### src/rtl/tanh_series_engine.sv
// Sequenced signed fixed-point tanh(x) via the Maclaurin series with a single shared multiplier.
// Optional build macro TANH_ROUND_EN selects round-half-up products instead of truncation.
module tanh_series_engine #(
    parameter int WIDTH  = 16,
    parameter int NTERMS = 8
) (
    input  logic             clk,
    input  logic             rst,
    input  logic             start,
    input  logic [WIDTH-1:0] x_in,
    output logic             busy,
    output logic             done,
    output logic [WIDTH-1:0] y_out
);

    localparam int KW = (NTERMS > 1) ? $clog2(NTERMS) : 1;
    localparam int AW = WIDTH + 2;
    localparam int PW = 2 * WIDTH + 2;
    localparam logic [KW-1:0] K_LAST = KW'(NTERMS - 1);
    localparam logic signed [PW-1:0] SMAX = {{(WIDTH+3){1'b0}}, {(WIDTH-1){1'b1}}};
    localparam logic signed [PW-1:0] SMIN = {{(WIDTH+3){1'b1}}, {(WIDTH-1){1'b0}}};

    typedef enum logic [2:0] {IDLE, SQR, RMUL, XMUL, ACC, FIN} state_t;

    state_t                  state;
    logic [KW-1:0]           k;
    logic signed [WIDTH-1:0] xs;
    logic signed [WIDTH-1:0] x2;
    logic signed [WIDTH-1:0] term;
    logic signed [AW-1:0]    acc;
    logic signed [AW-1:0]    term_ext;

    function automatic logic signed [WIDTH-1:0] sat(input logic signed [PW-1:0] v);
        logic signed [PW-1:0] c;
        if (v > SMAX)      c = SMAX;
        else if (v < SMIN) c = SMIN;
        else               c = v;
        return c[WIDTH-1:0];
    endfunction

    // Q1 realignment keeps product bits [2W-2:W-1]; only -1 x -1 (or rounding) can overflow.
    function automatic logic signed [WIDTH-1:0] qmul(input logic signed [WIDTH-1:0] a,
                                                     input logic signed [WIDTH-1:0] b);
        logic signed [2*WIDTH-1:0] ae;
        logic signed [2*WIDTH-1:0] be;
        logic signed [2*WIDTH-1:0] p;
        logic signed [PW-1:0]      pr;
        ae = {{WIDTH{a[WIDTH-1]}}, a};
        be = {{WIDTH{b[WIDTH-1]}}, b};
        p  = ae * be;
        pr = {{2{p[2*WIDTH-1]}}, p};
`ifdef TANH_ROUND_EN
        pr = pr + (PW'(1) << (WIDTH - 2));
`else
        pr = pr;
`endif
        return sat(pr >>> (WIDTH - 1));
    endfunction

    // Ratios are stored as 16-bit codes; left-align into WIDTH so wider builds zero-fill
    // and narrower builds drop LSBs. The MSB is always zero, so they stay non-negative.
    function automatic logic signed [WIDTH-1:0] ratio(input logic [KW-1:0] idx);
        logic [15:0] r16;
        logic [31:0] wide;
        case (int'(idx))
            0:       r16 = 16'h2AAA;
            1:       r16 = 16'h3333;
            2:       r16 = 16'h33CF;
            3:       r16 = 16'h33DE;
            default: r16 = 16'h33E0;
        endcase
        wide = {r16, 16'h0000};
        return wide[31 -: WIDTH];
    endfunction

    assign term_ext = {{2{term[WIDTH-1]}}, term};

    always_ff @(posedge clk or negedge rst) begin
        if (!rst) begin
            state <= IDLE;
            busy  <= 1'b0;
            done  <= 1'b0;
            y_out <= '0;
            k     <= '0;
            xs    <= '0;
            x2    <= '0;
            term  <= '0;
            acc   <= '0;
        end else begin
            done <= 1'b0;
            case (state)
                IDLE: begin
                    if (start) begin
                        term  <= x_in;
                        acc   <= {{2{x_in[WIDTH-1]}}, x_in};
                        xs    <= x_in;
                        k     <= KW'(1);
                        busy  <= 1'b1;
                        state <= SQR;
                    end
                end
                SQR: begin
                    x2    <= qmul(xs, xs);
                    state <= RMUL;
                end
                RMUL: begin
                    term  <= qmul(term, ratio(k - KW'(1)));
                    state <= XMUL;
                end
                XMUL: begin
                    term  <= qmul(term, x2);
                    state <= ACC;
                end
                ACC: begin
                    acc <= k[0] ? (acc - term_ext) : (acc + term_ext);
                    if (k == K_LAST) begin
                        state <= FIN;
                    end else begin
                        k     <= k + KW'(1);
                        state <= RMUL;
                    end
                end
                FIN: begin
                    y_out <= sat({{WIDTH{acc[AW-1]}}, acc});
                    done  <= 1'b1;
                    busy  <= 1'b0;
                    state <= IDLE;
                end
                default: begin
                    busy  <= 1'b0;
                    state <= IDLE;
                end
            endcase
        end
    end

endmodule
### config.mk
export PLATFORM = sky130hd
export DESIGN_NAME = tanh_series_engine
export DESIGN_NICKNAME = d
export VERILOG_FILES = /design/src/rtl/tanh_series_engine.sv
export SDC_FILE = /design/constraint.sdc
export NUM_CORES = 2
export LEC_CHECK = 0
export ABC_AREA = 1
export CAP_MARGIN = 10
export CORE_MARGIN = 2
export CORE_UTILIZATION = 45
export CTS_CLUSTER_DIAMETER = 150
export DETAILED_ROUTE_END_ITERATION = 12
export PLACE_DENSITY = 0.67
export SLEW_MARGIN = 5
export SYNTH_ARGS = -nofsm -noshare
export SYNTH_HDL_FRONTEND = slang
export SYNTH_SLANG_ARGS = --single-unit
### constraint.sdc
create_clock -name clk -period 10.1 [get_ports clk]
set_clock_uncertainty 0.2 [all_clocks]
set_input_delay 3.03 -clock clk [delete_from_list [all_inputs] [get_ports clk]]
set_output_delay 3.03 -clock clk [all_outputs]
set_load 0.05 [all_outputs]
==> results.toml <==
[status]
status = "finished clean"

[sta]
slew_viol_final = 0
rsz0062_at_grt = "no"
period_share_pct = 85.9
period_needed_ps = 8670
tightest_slew_ps = 1080
max_clock_freq_mhz = 115
setup_viol = 0
max_slew_margin_pct = 27.9
hold_violations = 0
tns_ps = 0

[clock_tree]
post_cts_buffers = 0
root_buffer = "clkbuf_16"
clkTransAtPathRegs_ps = 70
cts_sinks = 90
clockBufferDepth = 2
post_cts_resized = 0
ctsHoldBuffers = 0
clock_latency_ps = 350
cts_max_level = 3
cts_tree = "done"
numCtsBuffers = 9

[job]
drv_cap = 0

[critical_path]
startpoint_type = "flop"
end_kind = "flop"
cpMostUsedCell = "inv_1"
rrSetupSlack_ps = 1430
path_class = "reg2reg"
slowest_stage = "dfrtp_1"
timing.rr.start = "k[0]"
cp.arrival_ps = 8750
cp.buffers_inverters = 10
critPathMaxFanout = 20
cp.depth = 35
max_stage_delay_ps = 600
cpLargestDelayFamily = "adder cells"
crit_required_ps = 10180
r2r-end = "term[1]"
r2r.worst_path.cells = 35

[floorplanning]
initial_utilization_pct = 45.3
dieArea_sq_mm = 0.0769
rows = 100
ios = 37
coreArea_sq_mm = 0.0742
die_h_um = 277
fp.dieW_um = 277

[global_route]
grt_pass1_wl_mm = 147
grt_antenna_before_repair = 0
grt_max_degree = 68
grt_use_total_pct = 24.2
grt_pass1_vias = 27900
grt_overflow = 0

[yosys]
syn_nets = 5344
synth.avg_cell_area_sq_um = 7.74
ys_warn_count = 0
ys_seq_area_share_pct = 6.70
syn_area_sq_mm = 0.0336
synth_cell_types = 48
synth-edff-count = 0
synth_ff_type = "dfrtp_1"
ys_ff_latch = 90
synthArstFlopShare_pct = 100
syn_inst = 4341

[place]
port_buffers = 36
gp_congestion = 0.965
dpl.hpwl_mm = 73.3

[route]
wl_mm = 89.1
via_count = 26400
detail-route-antenna-nets = 0
firstDrtPassIters = 7
drc = 0
drt_iter0_drc = 1635
via_per_inst = 5.03
drt-wirelength-per-cell_um = 17.0

[finish]
layout-drive-gt1-share_pct = 2.85
syn2layout_area_growth_pct = 4.59
final.fill_count = 7339
final_core_utilization_pct = 47.4
fin_nets = 5283
antennaDiodeCount = 0

[worst_hold_path]
hold_depth = 2
min_delay_worst_endpoint = "y_out[11]"
hold_class = "reg2reg"
worstHoldStart = "y_out[11]"
## flip-flops by register name (all words and copies together) (netlist names)
register and cells:
acc 18, busy 1, done 1, state 3, k 3, term 16, xs 16, x2 16
y_out 16
## logic make-up (layout without fill, tap and decap cells)
group	after synthesis	count (layout)	synth area share, %
AND/OR/NAND/NOR	1442	1442	17.4
buffers and inverters	1381	1325	15.6
adder cells (fa/ha/maj)	984	984	52.2
AO/OA/AOI/OAI	370	370	6.22
flip-flops	90	90	6.70
XOR/XNOR	74	74	1.93
## through the flow
step	instances	setup WS (ps)	cell area (sq um)	hold slack (ps)
floorplan	4341	2730	33600	281
global placement	5238	1710	34800	280
detailed placement	5238	1500	34800	276
CTS	5254	1470	35200	303
global route	5254	773	35200	335
finish	5254	1430	35200	302
## worst min-delay path, cell delays in order (launching register included)
cell	delay (ps)
dfrtp_1	350
nand2_1	50
o21ai_0	70
## cell type report
class / count / area, sq um / area share (%)
inverters: 1239 / 4650 / 13.2
clock inverters: 7 / 83.8 / 0.238
multi-input cells: 2870 / 26100 / 74.3
flip-flops and latches: 90 / 2250 / 6.41
repair buffers: 70 / 613 / 1.74
well taps: 969 / 1210 / 3.45
clock buffers: 9 / 225 / 0.641
## worst max-delay path by stage
stage / slack, ps / startpoint / end
floorplan: 2730 / k[0] / term[6]
global placement: 1710 / k[0] / term[6]
detailed placement: 1500 / k[0] / term[14]
CTS: 1470 / k[0] / term[6]
global route: 770 / k[0] / term[2]
finish: 1430 / k[0] / term[1]
## synthesized netlist by cell type, types with 28 or more instances
cell / number / area, sq um
a21oi_1: 133 / 666
fa_1: 696 / 13900
nand2_1: 931 / 3490
or2_2: 28 / 175
o21ai_0: 143 / 716
xor2_1: 49 / 429
nor2_1: 301 / 1130
dfrtp_1: 90 / 2250
nor3_1: 31 / 155
clkbuf_1: 125 / 469
ha_1: 288 / 3600
nand3_1: 93 / 465
inv_1: 1234 / 4630
## routing by layer
layer  wire length, um  track usage (%)  vias to the layer above
met1             37600             32.7                    13100
met2             42800             41.4                      759
met3              5560             2.43                      148
met4              3080             7.18                        0
li1                  -                -                    12400
met5                 0                0                        -
## placed cells by master (no fill, tap or decap), types with 10 or more instances in the layout
cell	netlist	layout
xnor2_1	25	25
dfrtp_1	90	88
o21bai_1	24	24
nor3_1	31	31
nand3_1	93	93
nand2_2	14	14
a21boi_1	13	13
inv_1	1234	1234
o21ai_0	143	143
a21o_1	14	14
clkdlybuf4s50_1	0	35
nand2_1	931	931
a21boi_0	10	10
nand3_2	10	10
nand4_1	12	12
a21oi_1	133	133
ha_1	288	288
fa_1	696	696
or2_2	28	28
xor2_1	49	49
nor2_1	301	301
buf_4	4	35
Power is left out: the tool's default activity adds up to more than one toggle a clock period on the data nets, which glitch-free logic cannot reach.
